--- src/rtl/cpu_pkg.sv ---
// Shared pipeline definitions: memory-stage FSM states, OPCode field positions
// and the control bits latched alongside an outstanding memory access.
package cpu_pkg;

  typedef enum logic {
    IDLE   = 1'b0,
    ACCESS = 1'b1
  } mem_state_t;

  localparam int RD_LSB    = 0;
  localparam int RD_MSB    = 4;
  localparam int IMM16_LSB = 5;
  localparam int IMM16_MSB = 20;
  localparam int HW_LSB    = 21;
  localparam int HW_MSB    = 22;

  // Writeback controls captured with the access so the result can retire on the ack
  typedef struct packed {
    logic [4:0] rd;
    logic       reg_write;
    logic       mem2reg;
    logic       ldurb;
  } acc_ctrl_t;

  function automatic logic is_mem_op(input logic valid, input logic mem_write,
                                     input logic read_enable);
    return valid & (mem_write | read_enable);
  endfunction

endpackage

--- src/rtl/mem_stage_if.sv ---
// Data-memory request/acknowledge bus between the memory stage (master) and
// the data memory (slave).
interface mem_stage_if #(
  parameter int DW = 64,
  parameter int AW = 64
) ();

  logic          mem_req;
  logic          mem_we;
  logic [AW-1:0] mem_addr;
  logic [DW-1:0] mem_wdata;
  logic [3:0]    mem_size;
  logic          mem_ack;
  logic [DW-1:0] mem_rdata;

  modport master (
    output mem_req, mem_we, mem_addr, mem_wdata, mem_size,
    input  mem_ack, mem_rdata
  );

  modport slave (
    input  mem_req, mem_we, mem_addr, mem_wdata, mem_size,
    output mem_ack, mem_rdata
  );

endinterface

--- src/rtl/register.sv ---
// Generic enabled register with asynchronous active-low clear, used for the
// access and MEM/WB pipeline registers.
module register #(
  parameter int W = 1
) (
  input  logic         clk,
  input  logic         reset,
  input  logic         en,
  input  logic [W-1:0] d,
  output logic [W-1:0] q
);

  always_ff @(posedge clk or negedge reset) begin
    if (!reset) begin
      q <= '0;
    end else if (en) begin
      q <= d;
    end
  end

endmodule

--- src/rtl/wide_imm.sv ---
// MOVZ/MOVK result formation: imm16 placed in halfword hw, over zeros (MOVZ)
// or over the old Rd value (MOVK).
module wide_imm #(
  parameter int DW = 64
) (
  input  logic [15:0]   imm16,
  input  logic [1:0]    hw,
  input  logic [DW-1:0] old_value,
  output logic [DW-1:0] movz_value,
  output logic [DW-1:0] movk_value
);

  localparam int NHW = DW / 16;

  genvar gi;
  generate
    for (gi = 0; gi < NHW; gi++) begin : g_halfword
      localparam logic [1:0] SEL = 2'(gi);
      assign movz_value[gi*16 +: 16] = (hw == SEL) ? imm16 : 16'h0000;
      assign movk_value[gi*16 +: 16] = (hw == SEL) ? imm16 : old_value[gi*16 +: 16];
    end
  endgenerate

endmodule

--- src/rtl/mem_stage.sv ---
// LEGv8 memory-access stage: runs a variable-latency req/ack transaction for
// loads and stores, forms MOVZ/MOVK results and drives the MEM/WB register.
module mem_stage
  import cpu_pkg::*;
#(
  parameter int DW = 64,
  parameter int AW = 64
) (
  input  logic          clk,
  input  logic          reset,
  input  logic          valid_in,
  input  logic [DW-1:0] ALUOut,
  input  logic [DW-1:0] Db,
  input  logic [31:0]   OPCode,
  input  logic          MemWrite,
  input  logic          read_enable,
  input  logic          Mem2Reg,
  input  logic          RegWrite,
  input  logic          MOVZ,
  input  logic          MOVK,
  input  logic          LDURB,
  input  logic [3:0]    xfer_size,
  output logic          stall,
  mem_stage_if.master   mem,
  output logic          wb_valid,
  output logic          wb_RegWrite,
  output logic [4:0]    wb_Rd,
  output logic [DW-1:0] wb_data
);

  mem_state_t    state_reg;
  mem_state_t    state_next;
  logic          mem_op;
  logic          accept;
  logic          retire;
  logic          req_next;

  acc_ctrl_t     acc_ctrl_next;
  acc_ctrl_t     acc_ctrl;

  logic [DW-1:0] movz_value;
  logic [DW-1:0] movk_value;
  logic [DW-1:0] nonmem_data;
  logic [DW-1:0] load_data;

  logic          wb_valid_next;
  logic          wb_regwrite_next;
  logic [4:0]    wb_rd_next;
  logic [DW-1:0] wb_data_next;

  logic          unused_opcode;

  assign mem_op        = is_mem_op(valid_in, MemWrite, read_enable);
  assign unused_opcode = ^OPCode[31:HW_MSB+1];

  always_ff @(posedge clk or negedge reset) begin
    if (!reset) begin
      state_reg <= IDLE;
    end else begin
      state_reg <= state_next;
    end
  end

  always_comb begin
    state_next = state_reg;
    stall      = 1'b0;
    accept     = 1'b0;
    retire     = 1'b0;
    case (state_reg)
      IDLE: begin
        if (mem_op) begin
          accept     = 1'b1;
          stall      = 1'b1;
          state_next = ACCESS;
        end
      end
      ACCESS: begin
        if (mem.mem_ack) begin
          retire     = 1'b1;
          state_next = IDLE;
        end else begin
          stall = 1'b1;
        end
      end
      default: state_next = IDLE;
    endcase
  end

  // Request is a register so it drops on the ack edge and again asynchronously on reset
  assign req_next = (state_next == ACCESS);

  register #(.W(1)) u_req (
    .clk(clk), .reset(reset), .en(1'b1), .d(req_next), .q(mem.mem_req)
  );

  register #(.W(1)) u_acc_we (
    .clk(clk), .reset(reset), .en(accept), .d(MemWrite), .q(mem.mem_we)
  );

  register #(.W(AW)) u_acc_addr (
    .clk(clk), .reset(reset), .en(accept), .d(AW'(ALUOut)), .q(mem.mem_addr)
  );

  register #(.W(DW)) u_acc_wdata (
    .clk(clk), .reset(reset), .en(accept), .d(Db), .q(mem.mem_wdata)
  );

  register #(.W(4)) u_acc_size (
    .clk(clk), .reset(reset), .en(accept), .d(xfer_size), .q(mem.mem_size)
  );

  always_comb begin
    acc_ctrl_next           = '0;
    acc_ctrl_next.rd        = OPCode[RD_MSB:RD_LSB];
    acc_ctrl_next.reg_write = RegWrite;
    acc_ctrl_next.mem2reg   = Mem2Reg;
    acc_ctrl_next.ldurb     = LDURB;
  end

  register #(.W($bits(acc_ctrl_t))) u_acc_ctrl (
    .clk(clk), .reset(reset), .en(accept), .d(acc_ctrl_next), .q(acc_ctrl)
  );

  wide_imm #(.DW(DW)) u_wide_imm (
    .imm16     (OPCode[IMM16_MSB:IMM16_LSB]),
    .hw        (OPCode[HW_MSB:HW_LSB]),
    .old_value (Db),
    .movz_value(movz_value),
    .movk_value(movk_value)
  );

  always_comb begin
    nonmem_data = ALUOut;
    if (MOVZ) begin
      nonmem_data = movz_value;
    end else if (MOVK) begin
      nonmem_data = movk_value;
    end
  end

  assign load_data = acc_ctrl.ldurb ? {{(DW-8){1'b0}}, mem.mem_rdata[7:0]} : mem.mem_rdata;

  // Rd/data follow the input path on bubbles; only valid/RegWrite are forced low
  always_comb begin
    wb_valid_next    = 1'b0;
    wb_regwrite_next = 1'b0;
    wb_rd_next       = OPCode[RD_MSB:RD_LSB];
    wb_data_next     = nonmem_data;
    if (retire) begin
      wb_valid_next    = 1'b1;
      wb_regwrite_next = acc_ctrl.reg_write & ~mem.mem_we;
      wb_rd_next       = acc_ctrl.rd;
      wb_data_next     = acc_ctrl.mem2reg ? load_data : DW'(mem.mem_addr);
    end else if ((state_reg == IDLE) && !mem_op) begin
      wb_valid_next    = valid_in;
      wb_regwrite_next = valid_in & RegWrite;
    end
  end

  register #(.W(1)) u_wb_valid (
    .clk(clk), .reset(reset), .en(1'b1), .d(wb_valid_next), .q(wb_valid)
  );

  register #(.W(1)) u_wb_regwrite (
    .clk(clk), .reset(reset), .en(1'b1), .d(wb_regwrite_next), .q(wb_RegWrite)
  );

  register #(.W(5)) u_wb_rd (
    .clk(clk), .reset(reset), .en(1'b1), .d(wb_rd_next), .q(wb_Rd)
  );

  register #(.W(DW)) u_wb_data (
    .clk(clk), .reset(reset), .en(1'b1), .d(wb_data_next), .q(wb_data)
  );

  // Memory relies on the request fields holding steady until it acknowledges
  a_req_stable: assert property (@(posedge clk) disable iff (!reset)
    (mem.mem_req && !mem.mem_ack) |=> ($stable(mem.mem_addr) && $stable(mem.mem_wdata)));

endmodule

--- src/flat_wrapper.sv ---
// flat-port wrapper written by rule: the top's interface ports become plain ports
module mem_stage_flat import cpu_pkg::*;
#(
  parameter int DW = 64,
  parameter int AW = 64
)
  (clk, reset, valid_in, ALUOut, Db, OPCode, MemWrite, read_enable, Mem2Reg, RegWrite, MOVZ, MOVK, LDURB, xfer_size, stall, wb_valid, wb_RegWrite, wb_Rd, wb_data, mem_mem_req, mem_mem_we, mem_mem_addr, mem_mem_wdata, mem_mem_size, mem_mem_ack, mem_mem_rdata);
  mem_stage_if #(.DW(DW), .AW(AW)) mem_i ();
  input  logic clk;
  input  logic reset;
  input  logic valid_in;
  input  logic [DW-1:0] ALUOut;
  input  logic [DW-1:0] Db;
  input  logic [31:0] OPCode;
  input  logic MemWrite;
  input  logic read_enable;
  input  logic Mem2Reg;
  input  logic RegWrite;
  input  logic MOVZ;
  input  logic MOVK;
  input  logic LDURB;
  input  logic [3:0] xfer_size;
  output logic stall;
  output logic wb_valid;
  output logic wb_RegWrite;
  output logic [4:0] wb_Rd;
  output logic [DW-1:0] wb_data;
  output wire logic [$bits(mem_i.mem_req)-1:0] mem_mem_req;
  output wire logic [$bits(mem_i.mem_we)-1:0] mem_mem_we;
  output wire logic [$bits(mem_i.mem_addr)-1:0] mem_mem_addr;
  output wire logic [$bits(mem_i.mem_wdata)-1:0] mem_mem_wdata;
  output wire logic [$bits(mem_i.mem_size)-1:0] mem_mem_size;
  input wire logic [$bits(mem_i.mem_ack)-1:0] mem_mem_ack;
  input wire logic [$bits(mem_i.mem_rdata)-1:0] mem_mem_rdata;
  assign mem_mem_req = mem_i.mem_req;
  assign mem_mem_we = mem_i.mem_we;
  assign mem_mem_addr = mem_i.mem_addr;
  assign mem_mem_wdata = mem_i.mem_wdata;
  assign mem_mem_size = mem_i.mem_size;
  assign mem_i.mem_ack = mem_mem_ack;
  assign mem_i.mem_rdata = mem_mem_rdata;
  mem_stage #(.DW(DW), .AW(AW)) u_core (.clk(clk), .reset(reset), .valid_in(valid_in), .ALUOut(ALUOut), .Db(Db), .OPCode(OPCode), .MemWrite(MemWrite), .read_enable(read_enable), .Mem2Reg(Mem2Reg), .RegWrite(RegWrite), .MOVZ(MOVZ), .MOVK(MOVK), .LDURB(LDURB), .xfer_size(xfer_size), .stall(stall), .mem(mem_i), .wb_valid(wb_valid), .wb_RegWrite(wb_RegWrite), .wb_Rd(wb_Rd), .wb_data(wb_data));
endmodule
--- config.mk ---
export PLATFORM = sky130hd
export DESIGN_NAME = mem_stage_flat
export DESIGN_NICKNAME = d
export VERILOG_FILES = /design/src/rtl/cpu_pkg.sv /design/src/rtl/mem_stage_if.sv /design/src/rtl/register.sv /design/src/rtl/wide_imm.sv /design/src/rtl/mem_stage.sv /design/src/flat_wrapper.sv
export SDC_FILE = /design/constraint.sdc
export NUM_CORES = 1
export LEC_CHECK = 0
export BUFFER_PORTS_ARGS = -buffer_cell sky130_fd_sc_hd__buf_2
export CORE_AREA = 2 2 175 177
export CTS_CLUSTER_DIAMETER = 80
export CTS_CLUSTER_SIZE = 12
export DETAILED_ROUTE_END_ITERATION = 10
export DIE_AREA = 0 0 177 179
export GPL_TIMING_DRIVEN = 0
export PLACE_DENSITY = 0.67
export SYNTH_ARGS = -nofsm -noshare
export SYNTH_HDL_FRONTEND = slang
export SYNTH_SLANG_ARGS = --single-unit
--- constraint.sdc ---
create_clock -name clk -period 2.5 [get_ports clk]
set_input_delay 0.125 -clock clk [delete_from_list [all_inputs] [get_ports clk]]
set_output_delay 0.125 -clock clk [all_outputs]
set_load 0.02 [all_outputs]
==> results.json <==
{
  "pre_cts_slack_ns": 0.131,
  "rr_worst_depth": 4,
  "crit_fanout": 10,
  "antenna_found_initial": 5,
  "place_inst": 1649,
  "fin_crit_sh_pct": 96.1,
  "period_needed_ns": 2.40,
  "drc": 0,
  "clk_latency_ns": 0.51,
  "fin_ws_ns": 0.0981,
  "run_status": "finished clean",
  "grt_pass1_wl_um": 67100,
  "p_per_area_nw_per_um2": 770,
  "ant_nets": 0,
  "ys_types": 36,
  "seqCellArea_um2": 5330,
  "hold_path.class": "input port to register",
  "core.rowCount": 64,
  "setup_viol": 0,
  "reg_top3": "u_core.u_acc_addr.q: 64 flops, u_core.u_acc_wdata.q: 64 flops, u_core.u_wb_data.q: 64 flops",
  "worstMarginPinSlew_ns": 0.907,
  "groute.usage.overall_pct": 28.8,
  "cts_buffers": 21,
  "synth_edf_count": 0,
  "cts_root_buf": "clkbuf_16",
  "max_freq_ghz": 0.416,
  "finalNonFillerCells": 1883,
  "wirelength_um": 47700,
  "vdd_drop_max_mv": 0.616,
  "nNetsFinal": 1722,
  "boundaryPins": 445,
  "dieArea_um2": 31700,
  "cts_buffer_depth": 3,
  "synth_area_um2": 9880,
  "min_path_cells": 3,
  "fillerInstances": 2663,
  "crit_required_ns": 2.85,
  "synth_top_flop_cell": "dfrtp_1",
  "numPortBuffers": 435,
  "grt_max_degree": 110,
  "seq_area_frac_synth_pct": 54.0,
  "power_leakage_nw": 7.01,
  "area_delta_synth_final_pct": 54.0,
  "hold_violations": 0,
  "drtIter0Drc": 771,
  "syn_nets": 1056,
  "crit_path_end_kind": "register",
  "htreeDepth": 1,
  "slew_headroom_pct": 39.5,
  "cts_tree": "done",
  "dp_hpwl_um": 33500,
  "core_area_um2": 30000,
  "synth-seq-cells": 213,
  "drv_cap": 0,
  "die_h_um": 179,
  "clk_pin_slew_worst_paths_ns": 0.07,
  "multiInputGateArea_um2": 4210,
  "skew_ns": 0.0111,
  "yosysWarnings": 0,
  "vias": 10400,
  "dr.pass1.iters": 5,
  "start_util_pct": 32.9,
  "cp-start-kind": "register",
  "cts_sinks": 213,
  "grt_remaining_overflow": 0,
  "rsz0062_at_grt": "false",
  "cp.arrival_ns": 2.75,
  "drv_slew": 0,
  "cts.repair_timing.setup_buffer_count": 0,
  "synth.avg_cell_area_um2": 12.1,
  "drive_gt1_share_pct": 43.2,
  "routabilityCongestion": 0.863,
  "via_per_inst": 5.54,
  "synth_cells": 817,
  "die_x_um": 177,
  "path_class": "register to register",
  "grt_pass1_vias": 10600,
  "post_drt_wl_per_cell_um": 25.3,
  "ys_async_sr_fraction_pct": 100
}
-- placed cells by master (no fill, tap or decap), types with 9 or more instances in the layout --
| cell | n |
|---|---|
| a221oi_1 | 36 |
| and2_1 | 32 |
| a21oi_1 | 27 |
| mux2_2 | 141 |
| a21boi_0 | 32 |
| o21ai_0 | 33 |
| dlygate4sd3_1 | 207 |
| o22ai_1 | 11 |
| clkbuf_16 | 21 |
| nand2_1 | 51 |
| clkbuf_1 | 32 |
| a21o_1 | 10 |
| o32ai_1 | 32 |
| buf_4 | 10 |
| dfrtp_1 | 213 |
| a22oi_1 | 45 |
| a221o_1 | 10 |
| nor2_1 | 9 |
| buf_2 | 458 |
| a211oi_1 | 32 |
-- critical path, cell delays in order, from the launching register on --
cell      delay, ns
dfrtp_1        0.40
nand2_1        0.55
clkbuf_1       0.55
clkbuf_1       0.57
o32ai_1        0.18
-- power breakdown --
part,internal (mW),switching [mW]
Sequential,4.18,0.423
Combinational,1.69,2.55
Clock,1.52,1.35
-- path summary, 6_finish.rpt --
kind / startpoint / endpoint / slack (ns)
worst max-delay path: u_core.state_reg$_DFF_PN0_ / u_core.u_wb_data.q[44]$_DFF_PN0_ / 0.1
worst min-delay path: OPCode[15] / u_core.u_wb_data.q[10]$_DFF_PN0_ / 0.02
worst max register to register: u_core.state_reg$_DFF_PN0_ / u_core.u_wb_data.q[44]$_DFF_PN0_ / 0.1
worst min register to register: u_core.u_acc_ctrl.q[5]$_DFFE_PN0P_ / u_core.u_wb_rd.q[2]$_DFF_PN0_ / 0.46
max in group asynchronous: reset / u_core.u_acc_addr.q[24]$_DFFE_PN0P_ / 1.25
min in group asynchronous: reset / u_core.u_acc_wdata.q[52]$_DFFE_PN0P_ / 0.22
-- cells by family (layout without fill, tap and decap cells) --
group | after synthesis | count (layout) | share of synthesized area, %
buf+inv | 72 | 738 | 3.42
other cells | 0 | 4 | 0
flops | 213 | 213 | 54.0
mux | 149 | 149 | 16.9
simple gates | 112 | 112 | 5.68
compound gates | 271 | 271 | 20.1
-- Yosys cell counts (all sizes together) (32+ instances only) --
library cell | number | share of area (%)
a21boi | 32 | 2.4
a221oi | 36 | 3.2
nand2 | 51 | 1.9
mux2 | 141 | 16
o32ai | 32 | 2.8
o21ai | 33 | 1.7
a211oi | 32 | 2.4
clkbuf | 32 | 1.2
a22oi | 45 | 3.4
dfrtp | 213 | 54
and2 | 33 | 2.1
buf | 37 | 2.1
-- what timing repair did --
| item | CTS | global route |
|---|---|---|
| setup endpoints to repair | 0 | 1 |
| gates resized for setup | 0 | 2 |
| hold buffers | 207 | 0 |
| hold endpoints to repair | 313 | 0 |
-- metal layers --
layer / vias up / GRT usage, % / share of wire (%)
met2: 648 / 49.0 / 49
met5: - / 0 / 0
met4: 0 / 11.9 / 4.2
met3: 129 / 4.98 / 7.4
met1: 5223 / 36.2 / 40
li1: 4427 / - / -
-- per-stage QoR --
step / setup TNS [ns] / util (%) / power [mW] / hold WS, ns / area [µm²]
floorplan: 0 / - / 6.84 / -0.171 / 9880
global placement: -536.39 / 41.8 / 8.48 / 0.344 / 12500
detailed placement: 0 / 41.9 / 8.57 / 0.228 / 12600
CTS: 0 / 50.6 / 11.7 / 0.00666 / 15200
global route: 0 / 50.7 / 12.2 / 0.0316 / 15200
finish: 0 / 50.7 / 11.7 / 0.0209 / 15200
-- cell type report --
class / count / share of cell area [%]
plain buffers: 69 / 2.15
repair buffers: 643 / 28.2
flip-flops and latches: 213 / 35.0
clock buffers: 23 / 3.57
diodes: 4 / 0.0658
inverters: 3 / 0.0740
well taps: 396 / 3.26
multi-input cells: 532 / 27.7
(Power assumes the default switching activity.)
